`src/rtl/keycode_to_ps2_scancode.sv`:
```
// PS/2 Set-2 scancode encoder: one key code in, 0-8 scancode bytes out.
// Handles make/break, E0-extended keys and the fixed 8-byte Pause sequence.
//
// Ports:
//   clk         system clock
//   reset       asynchronous reset, active-high
//   keycode_i   [7] break flag, [6:0] key number
//   kcvalid_i   key code valid
//   kcready_o   encoder idle and able to take a key code
//   scancode_o  scancode byte
//   scvalid_o   scancode byte valid
//   scready_i   downstream takes scancode_o
//   unmapped_o  one-cycle pulse: accepted key has no scancode
module keycode_to_ps2_scancode (
  input  logic       clk,
  input  logic       reset,
  input  logic [7:0] keycode_i,
  input  logic       kcvalid_i,
  output logic       kcready_o,
  output logic [7:0] scancode_o,
  output logic       scvalid_o,
  input  logic       scready_i,
  output logic       unmapped_o
);

  typedef enum logic [2:0] {
    IDLE,
    LOOKUP,
    SEND_E0,
    SEND_F0,
    SEND_CODE,
    PAUSE
  } state_t;

  localparam logic [6:0] K_PAUSE = 7'd126;

  // lookup entry tags: {hit, ext}
  localparam logic [1:0] B = 2'b10;
  localparam logic [1:0] E = 2'b11;

  state_t     state_q, state_d;
  logic [6:0] key_q, key_d;
  logic       brk_q, brk_d;
  logic [7:0] code_q, code_d;
  logic [2:0] pidx_q, pidx_d;
  logic [7:0] sc_d;
  logic       scv_d;
  logic       rdy_d;
  logic       unm_d;
  logic       hs;

  // {hit, ext, code}
  logic [9:0] lk;

  always_comb begin
    lk = 10'h000;
    case (key_q)
      7'd1:   lk = {B, 8'h0E};
      7'd2:   lk = {B, 8'h16};
      7'd3:   lk = {B, 8'h1E};
      7'd4:   lk = {B, 8'h26};
      7'd5:   lk = {B, 8'h25};
      7'd6:   lk = {B, 8'h2E};
      7'd7:   lk = {B, 8'h36};
      7'd8:   lk = {B, 8'h3D};
      7'd9:   lk = {B, 8'h3E};
      7'd10:  lk = {B, 8'h46};
      7'd11:  lk = {B, 8'h45};
      7'd12:  lk = {B, 8'h4E};
      7'd13:  lk = {B, 8'h55};
      7'd15:  lk = {B, 8'h66};
      7'd16:  lk = {B, 8'h0D};
      7'd17:  lk = {B, 8'h15};
      7'd18:  lk = {B, 8'h1D};
      7'd19:  lk = {B, 8'h24};
      7'd20:  lk = {B, 8'h2D};
      7'd21:  lk = {B, 8'h2C};
      7'd22:  lk = {B, 8'h35};
      7'd23:  lk = {B, 8'h3C};
      7'd24:  lk = {B, 8'h43};
      7'd25:  lk = {B, 8'h44};
      7'd26:  lk = {B, 8'h4D};
      7'd27:  lk = {B, 8'h54};
      7'd28:  lk = {B, 8'h5B};
      7'd29:  lk = {B, 8'h5D};
      7'd30:  lk = {B, 8'h58};
      7'd31:  lk = {B, 8'h1C};
      7'd32:  lk = {B, 8'h1B};
      7'd33:  lk = {B, 8'h23};
      7'd34:  lk = {B, 8'h2B};
      7'd35:  lk = {B, 8'h34};
      7'd36:  lk = {B, 8'h33};
      7'd37:  lk = {B, 8'h3B};
      7'd38:  lk = {B, 8'h42};
      7'd39:  lk = {B, 8'h4B};
      7'd40:  lk = {B, 8'h4C};
      7'd41:  lk = {B, 8'h52};
      7'd43:  lk = {B, 8'h5A};
      7'd44:  lk = {B, 8'h12};
      7'd45:  lk = {B, 8'h61};
      7'd46:  lk = {B, 8'h1A};
      7'd47:  lk = {B, 8'h22};
      7'd48:  lk = {B, 8'h21};
      7'd49:  lk = {B, 8'h2A};
      7'd50:  lk = {B, 8'h32};
      7'd51:  lk = {B, 8'h31};
      7'd52:  lk = {B, 8'h3A};
      7'd53:  lk = {B, 8'h41};
      7'd54:  lk = {B, 8'h49};
      7'd55:  lk = {B, 8'h4A};
      7'd57:  lk = {B, 8'h59};
      7'd58:  lk = {B, 8'h14};
      7'd59:  lk = {E, 8'h1F};
      7'd60:  lk = {B, 8'h11};
      7'd61:  lk = {B, 8'h29};
      7'd62:  lk = {E, 8'h11};
      7'd63:  lk = {E, 8'h27};
      7'd64:  lk = {E, 8'h14};
      7'd65:  lk = {E, 8'h2F};
      7'd75:  lk = {E, 8'h70};
      7'd76:  lk = {E, 8'h71};
      7'd79:  lk = {E, 8'h6B};
      7'd80:  lk = {E, 8'h6C};
      7'd81:  lk = {E, 8'h69};
      7'd83:  lk = {E, 8'h75};
      7'd84:  lk = {E, 8'h72};
      7'd85:  lk = {E, 8'h7D};
      7'd86:  lk = {E, 8'h7A};
      7'd89:  lk = {E, 8'h74};
      7'd90:  lk = {B, 8'h77};
      7'd91:  lk = {B, 8'h6C};
      7'd92:  lk = {B, 8'h6B};
      7'd93:  lk = {B, 8'h69};
      7'd95:  lk = {E, 8'h4A};
      7'd96:  lk = {B, 8'h75};
      7'd97:  lk = {B, 8'h73};
      7'd98:  lk = {B, 8'h72};
      7'd99:  lk = {B, 8'h70};
      7'd100: lk = {B, 8'h7C};
      7'd101: lk = {B, 8'h7D};
      7'd102: lk = {B, 8'h74};
      7'd103: lk = {B, 8'h7A};
      7'd104: lk = {B, 8'h71};
      7'd105: lk = {B, 8'h7B};
      7'd106: lk = {B, 8'h79};
      7'd108: lk = {E, 8'h5A};
      7'd110: lk = {B, 8'h76};
      7'd112: lk = {B, 8'h05};
      7'd113: lk = {B, 8'h06};
      7'd114: lk = {B, 8'h04};
      7'd115: lk = {B, 8'h0C};
      7'd116: lk = {B, 8'h03};
      7'd117: lk = {B, 8'h0B};
      7'd118: lk = {B, 8'h83};
      7'd119: lk = {B, 8'h0A};
      7'd120: lk = {B, 8'h01};
      7'd121: lk = {B, 8'h09};
      7'd122: lk = {B, 8'h78};
      7'd123: lk = {B, 8'h07};
      7'd124: lk = {E, 8'h7C};
      7'd125: lk = {B, 8'h7E};
      default: lk = 10'h000;
    endcase
  end

  function automatic logic [7:0] pause_byte(
    input logic [2:0] i
  );
    logic [7:0] b;
    case (i)
      3'd0: b = 8'hE1;
      3'd1: b = 8'h14;
      3'd2: b = 8'h77;
      3'd3: b = 8'hE1;
      3'd4: b = 8'hF0;
      3'd5: b = 8'h14;
      3'd6: b = 8'hF0;
      3'd7: b = 8'h77;
      default: b = 8'h00;
    endcase
    return b;
  endfunction

  assign hs = scvalid_o & scready_i;

  // Output registers are computed one cycle ahead so
  // every output comes straight from a flop.
  always_comb begin
    state_d = state_q;
    key_d   = key_q;
    brk_d   = brk_q;
    code_d  = code_q;
    pidx_d  = pidx_q;
    sc_d    = scancode_o;
    scv_d   = scvalid_o;
    rdy_d   = 1'b0;
    unm_d   = 1'b0;
    unique case (state_q)
      IDLE: begin
        rdy_d = 1'b1;
        if (kcvalid_i & kcready_o) begin
          key_d   = keycode_i[6:0];
          brk_d   = keycode_i[7];
          rdy_d   = 1'b0;
          state_d = LOOKUP;
        end
      end
      LOOKUP: begin
        if (key_q == K_PAUSE) begin
          // Pause has no break sequence
          if (brk_q) begin
            rdy_d   = 1'b1;
            state_d = IDLE;
          end else begin
            pidx_d  = 3'd0;
            sc_d    = pause_byte(3'd0);
            scv_d   = 1'b1;
            state_d = PAUSE;
          end
        end else if (!lk[9]) begin
          rdy_d   = 1'b1;
          unm_d   = 1'b1;
          state_d = IDLE;
        end else begin
          code_d = lk[7:0];
          scv_d  = 1'b1;
          if (lk[8]) begin
            sc_d    = 8'hE0;
            state_d = SEND_E0;
          end else if (brk_q) begin
            sc_d    = 8'hF0;
            state_d = SEND_F0;
          end else begin
            sc_d    = lk[7:0];
            state_d = SEND_CODE;
          end
        end
      end
      SEND_E0: begin
        if (hs) begin
          if (brk_q) begin
            sc_d    = 8'hF0;
            state_d = SEND_F0;
          end else begin
            sc_d    = code_q;
            state_d = SEND_CODE;
          end
        end
      end
      SEND_F0: begin
        if (hs) begin
          sc_d    = code_q;
          state_d = SEND_CODE;
        end
      end
      SEND_CODE: begin
        if (hs) begin
          sc_d    = 8'h00;
          scv_d   = 1'b0;
          rdy_d   = 1'b1;
          state_d = IDLE;
        end
      end
      PAUSE: begin
        if (hs) begin
          if (pidx_q == 3'd7) begin
            pidx_d  = 3'd0;
            sc_d    = 8'h00;
            scv_d   = 1'b0;
            rdy_d   = 1'b1;
            state_d = IDLE;
          end else begin
            pidx_d = pidx_q + 3'd1;
            sc_d   = pause_byte(pidx_q + 3'd1);
          end
        end
      end
      default: begin
        sc_d    = 8'h00;
        scv_d   = 1'b0;
        state_d = IDLE;
      end
    endcase
  end

  always_ff @(posedge clk or posedge reset) begin
    if (reset) begin
      state_q    <= IDLE;
      key_q      <= 7'd0;
      brk_q      <= 1'b0;
      code_q     <= 8'h00;
      pidx_q     <= 3'd0;
      scancode_o <= 8'h00;
      scvalid_o  <= 1'b0;
      kcready_o  <= 1'b0;
      unmapped_o <= 1'b0;
    end else begin
      state_q    <= state_d;
      key_q      <= key_d;
      brk_q      <= brk_d;
      code_q     <= code_d;
      pidx_q     <= pidx_d;
      scancode_o <= sc_d;
      scvalid_o  <= scv_d;
      kcready_o  <= rdy_d;
      unmapped_o <= unm_d;
    end
  end

endmodule

```
`config.mk`:
```
export PLATFORM = sky130hd
export DESIGN_NAME = keycode_to_ps2_scancode
export DESIGN_NICKNAME = d
export VERILOG_FILES = /design/src/rtl/keycode_to_ps2_scancode.sv
export SDC_FILE = /design/constraint.sdc
export NUM_CORES = 1
export LEC_CHECK = 0
export ABC_CLOCK_PERIOD_IN_PS = 3800
export CAP_MARGIN = 20
export CORE_MARGIN = 8
export CORE_UTILIZATION = 60
export DETAILED_ROUTE_END_ITERATION = 12
export HOLD_SLACK_MARGIN = 0.05
export PLACE_DENSITY_LB_ADDON = 0.1
export SLEW_MARGIN = 30
export SYNTH_ARGS = -nofsm -noshare
export SYNTH_HDL_FRONTEND = slang
export SYNTH_SLANG_ARGS = --single-unit
```
`constraint.sdc`:
```
create_clock -name clk -period 3.8 [get_ports clk]
set_clock_uncertainty 0.05 [all_clocks]
set_input_delay 0.76 -clock clk [delete_from_list [all_inputs] [get_ports clk]]
set_output_delay 0.76 -clock clk [all_outputs]
set_load 0.005 [all_outputs]
```
After elaboration in Yosys (flattened, before gate mapping)

Memory sizes are Yosys's and may differ from the RTL's.
Cells that the tools add are included.

Register bits: 33
Latch bits: 0
Bits in writable memories: 0
Memory bits (read-only): 1336
Output and inout port bits: 11
Memories: 2

$add $sub $neg: 1
$mul: 0
Div/mod/pow operators: 0
$lt $le $gt $ge: 0
Equal/unequal tests: 17
Shifts and indexed selects: 0
Mux-type cells: 46
Bitwise logic cells: 5
Reductions and logical operators: 9

Memory list:

| memory           | words | bits a word | rd ports | clocked after memory_dff | wr ports | line | source |
|---|---|---|---|---|---|---|---|
| (name not given) | 128   | 10          | 1        | 0                        | 0        | 57   | `case (key_q)` |
| (name not given) | 8     | 7           | 1        | 0                        | 0        | 170  | `case (i)` |

Operator list:

| cell                  | number |
|---|---|
| $mux W8               | 11 |
| $pmux W8 S6           | 1 |
| $mux W3               | 15 |
| $pmux W3 S6           | 1 |
| $ne A2 B2 Y1 const B  | 8 |
| $mux W1               | 15 |
| $reduce_and A6 Y1     | 2 |
| $eq A3 B3 Y1 const B  | 3 |
| $pmux W1 S4           | 2 |
| $eq A7 B7 Y1 const B  | 1 |
| $reduce_and A7 Y1     | 1 |
| $eq A3 B2 Y1 const B  | 2 |
| $ne A3 B3 Y1 const B  | 2 |
| $pmux W3 S2           | 1 |
| $reduce_and A4 Y1     | 1 |
| $add A3 B1 Y3 const B | 1 |
| $eq A3 B1 Y1 const B  | 1 |
| $logic_not A3 Y1      | 1 |
| $not A1 Y1            | 3 |
| $reduce_and A3 Y1     | 1 |
| $reduce_or A3 Y1      | 1 |
| $and A1 B1 Y1         | 2 |
| $reduce_and A2 Y1     | 1 |
| $reduce_bool A2 Y1    | 1 |

Logic depth before layout (Yosys ltp)

An unclocked memory read counts as a cell.

Depth after elaboration: 6
Depth in mapped cells: 11
Depth with buffers taken out: 9

Least setup slack after synthesis

Ideal clock, no wire load.

Path kind: flip-flop to flip-flop
From: register key_q[0]
To: register scvalid_o
Arrival time: 2.545 ns
Path slack: 1.084 ns
Stages on the path, launching flop included: 11
Clock period less this slack: 2.716 ns
Path through: dfrtp_1 buf_2 inv_1 ha_1 and4bb_2 nor4_4 nand3_1 a31oi_4 buf_6 mux2i_2 a22o_1

Longest elaborated chain between the ends: 3

RTL lines:

| element                                                                  | line | source |
|---|---|---|
| from (decl)                                                              | 42   | `logic [6:0] key_q, key_d;` |
| from (signal assigned)                                                   | 299  | `key_q <= key_d;` |
| $mem_v2 Z128 W10 / $eq A7 B7 Y1 (equally long branches)                  | --   |  |
| $ne A3 B3 Y1 (no source line) / $mux W1 (equally long branches)          | --   |  |
| $reduce_and A6 Y1 (no source line) / $pmux W1 S4 (equally long branches) | --   |  |
| to (signal assigned)                                                     | 304  | `scvalid_o <= scv_d;` |
| to (decl)                                                                | 21   | `output logic scvalid_o,` |

Parallel ways exist; a longest one is shown, timed or not.
A chain may end at the register's enable or synchronous reset.

Final worst setup path

From: register key_q[0]
To: register scancode_o[7]

Longest elaborated chain between the ends: 6

RTL lines:

| element              | line | source |
|---|---|---|
| $mem_v2 Z128 W10     | --   |  |
| $mux W8              | 230  | `end else if (brk_q) begin` |
| $mux W8              | 227  | `if (lk[8]) begin` |
| $mux W8              | 220  | `end else if (!lk[9]) begin` |
| $mux W8              | 209  | `if (key_q == K_PAUSE) begin` |
| $pmux W8 S6          | 198  | `unique case (state_q)` |
| to (signal assigned) | 293  | `scancode_o <= 8'h00;` |
| to (signal assigned) | 303  | `scancode_o <= sc_d;` |
| to (decl)            | 20   | `output logic [7:0] scancode_o,` |

Parallel ways exist; a longest one is shown, timed or not. The select of a mux whose other input is x is not followed.

==> impl_results.md <==
- Internal power: 0.576 mW
- Pwr dens: 185 nW/um^2
- Final max-slew violation count: 0
- Top-Level Pins: 23
- Synthesized cell area: 3550 sq um
- Top achievable clock speed: 0.312 GHz
- Finish-stage setup viols: 0
- CP required: 3.93 ns
- Final instance area: 3880 sq um
- Slew headroom: 48.7%
- Power, Total: 0.716 mW
- Setup_tns: 0 ns
- Residual DRC count: 0
- Crit-path max FO: 14
- Synth warn: 0
- Mapped Cells: 440
- Global placement routability congestion: 1.01
- Final wirelength: 11000 um
- Initial core utilization: 61.0%
- Core area: 5820 sq um
- Static Leakage: 1.54 nW
- Synth cell count leaders: 45 x nand2_1, 35 x o21ai_0, 33 x dfrtp_1, 29 x a21oi_1, 26 x nor2_1
- Hold Crit Class: reg2reg
- Post-DP Area: 3760 sq um
- Met2 Track Usage GR: 36.3%
- Top_reg_cell synth: dfrtp_1
- Area grow syn2layout: 9.31%
- Gate power share: 2.7%
- Part of the Yosys area used for sequential elements: 23.3%
- Setup CP Type: reg2reg
- Area leader, netlist: dfrtp_1
- Clock root buffer: clkbuf_8
- Critical Path Start Type: flop
- Post-route ant nets: 0
- Die ar.: 8630 sq um
- Synth Net Count: 468
- Vias in the first global route: 3398
- Worst endpoint data arrival time: 3.33 ns
- Routed len/inst: 21.1 um
- Top post-synthesis cells by area: dfrtp_1 23%, ha_1 5.6%, o21ai_0 4.9%
- CTS resizes: 0
- Final Hold Viols: 0
- Distinct cell type count after synthesis: 79
- Seq pwr share: 49.0%
- Grt met1 use: 37.3%
- Total CTS buffers: 5
- Top-count cell post-synth: nand2_1
- Die Ht: 92.9 um
- Total Routing Usage GR: 25.9%
- Clk network pwr share: 48.3%
- Final period utilization: 84.2%
- PortBufs: 22
- Mean area per synthesized cell: 8.06 sq um
- CTS tree: done
- GRT Max-Usage Layer: met1
- Worst flop-to-flop path startpoint: key_q[0]$_DFFE_PP0P_
- Synthesis-stage register bit count: 33
- RR Endpoint: scancode_o[7]$_DFFE_PP0P_
- Total number of vias: 3695
- Grt total ovfl: 0
- Largest net degree at the start of global routing: 29
- Insertion delay of the later-clocked pin in the worst-skew pair: 0.28 ns
- Share of cells above drive strength 1: 11.8%
- Critical path origin: key_q[0]$_DFFE_PP0P_
- Rows: 28
- Hpwl dp: 7850 um
- Status: finished clean
- EDFF count, synth: 0
- Hold WS: 0.440 ns
- Clock slew at reported path FFs: 0.07 ns
- Post-CTS Setup Repair Bufs: 0
- Ys async rst share: 100%
- R2R cell count: 9
- Sw frac: 19.6%
- Crit. End Element: flop
- Final cell utilization of the core: 66.7%
- Initial antenna violation count: 0
- Final Critical Period: 3.20 ns
- Critical Path Sink: scancode_o[7]$_DFFE_PP0P_
- Filler cells: 535
- Clock tree buffer depth: 2
- Nets@finish: 475
- Met3 Use GR: 5.99%
- Die W: 92.9 um
- Share of the synthesized area in the top cell type: 23.3%
- Diodes inserted: 0
- Post-CTS Hold Buffers: 0
- Global-route wire length before repair: 18000 um
- DR vias/cell: 7.07
- Worst Tran Pin Value: 0.769 ns
- RSZ-0062 raised after global routing: no
- Switching power total: 0.140 mW
- MaxCap Viol Count: 0
- R2R Setup Slk: 0.60 ns
- Clock net sink count: 33
- Max VDD drop: 0.000263 V
- Detailed Route Iter0 Violations: 422
- Drt pass-1 iters: 5
- Htree depth: 2
critical path: stages, from the launching register on:
cell,delay (ns)
dfrtp_1,0.64
inv_1,0.30
ha_1,0.37
and4bb_2,0.26
nor4_4,0.34
nand3_1,0.18
a31oi_4,0.43
a211o_4,0.26
a41oi_2,0.06
a22o_1,0.22
flip-flops by register name, summed over array words and instances (netlist names):
name and flops:
brk_q 1, kcready_o 1, pidx_q 3, scancode_o 8, unmapped_o 1, state_q 3
code_q 8, scvalid_o 1, key_q 7
placed cells by master, fill, tap and decap left out, types with 5 or more instances in the layout:
master,synthesis,final
a221oi_1,6,6
nor2_1,26,26
o21ai_0,35,35
clkbuf_8,0,6
a21oi_1,29,29
buf_4,6,17
a31oi_1,9,9
nand2_1,45,45
o22ai_1,5,5
nand2b_1,10,10
o211ai_1,8,8
nor3_1,9,9
mux2i_1,12,12
nand3_1,10,10
dfrtp_1,33,33
nor2b_1,15,15
clkdlybuf4s50_1,0,22
a211oi_1,5,5
ha_1,16,16
mux2_2,6,6
inv_1,17,17
o31ai_1,8,8
worst min path at each step:
stage,to,cells after the start,from,slack (ns)
3_3_place_gp,scancode_o[2]$_DFFE_PP0P_,2,scancode_o[2]$_DFFE_PP0P_,0.43
5_1_grt,scancode_o[5]$_DFFE_PP0P_,2,scancode_o[5]$_DFFE_PP0P_,0.47
6_report,scancode_o[5]$_DFFE_PP0P_,2,scancode_o[5]$_DFFE_PP0P_,0.44
4_1_cts,scancode_o[5]$_DFFE_PP0P_,2,scancode_o[5]$_DFFE_PP0P_,0.45
2_1_floorplan,scancode_o[4]$_DFFE_PP0P_,2,scancode_o[4]$_DFFE_PP0P_,0.42
3_5_place_dp,scancode_o[5]$_DFFE_PP0P_,2,scancode_o[5]$_DFFE_PP0P_,0.43
layout make-up:
cell class / count / area (sq um) / area share (%)
tap: 75 / 93.8 / 2.42
clock inverter: 1 / 30.0 / 0.774
sequential: 33 / 826 / 21.3
inverter: 18 / 67.6 / 1.74
clock buffer: 7 / 86.3 / 2.23
multi-input combinational: 350 / 2430 / 62.6
timing repair buffer: 39 / 348 / 8.97
logic make-up (layout without fill, tap and decap cells):
group | after synthesis | count (layout) | share of synthesized area, %
fa+ha+maj | 16 | 16 | 5.64
xor+xnor | 2 | 2 | 0.494
mux | 21 | 21 | 6.95
simple gates | 147 | 147 | 22.2
flops | 33 | 33 | 23.3
buf+inv | 57 | 65 | 8.50
compound gates | 164 | 164 | 32.9
metal layers:
metal | share of wire [%] | routed length, um
met5 | 0 | 0
met4 | 2.8 | 306
met3 | 11 | 1210
met2 | 43 | 4800
met1 | 43 | 4730
through the flow:
| step | setup WS, ns | instances |
|---|---|---|
| after floorplan | 1.08 | 440 |
| after global placement | 0.773 | 515 |
| after detailed placement | 0.664 | 515 |
| after CTS | 0.668 | 523 |
| after global routing | 0.369 | 523 |
| final | 0.600 | 523 |
power groups by stage:
stage	clock (mW)	sequential [mW]	combinational [mW]
2_1_floorplan	0	0.358	0.00566
3_3_place_gp	0	0.358	0.0195
3_5_place_dp	0	0.358	0.0200
4_1_cts	0.353	0.351	0.0201
5_1_grt	0.364	0.351	0.0219
6_report	0.346	0.351	0.0195
No activity file was read; power rests on OpenSTA's default activity.
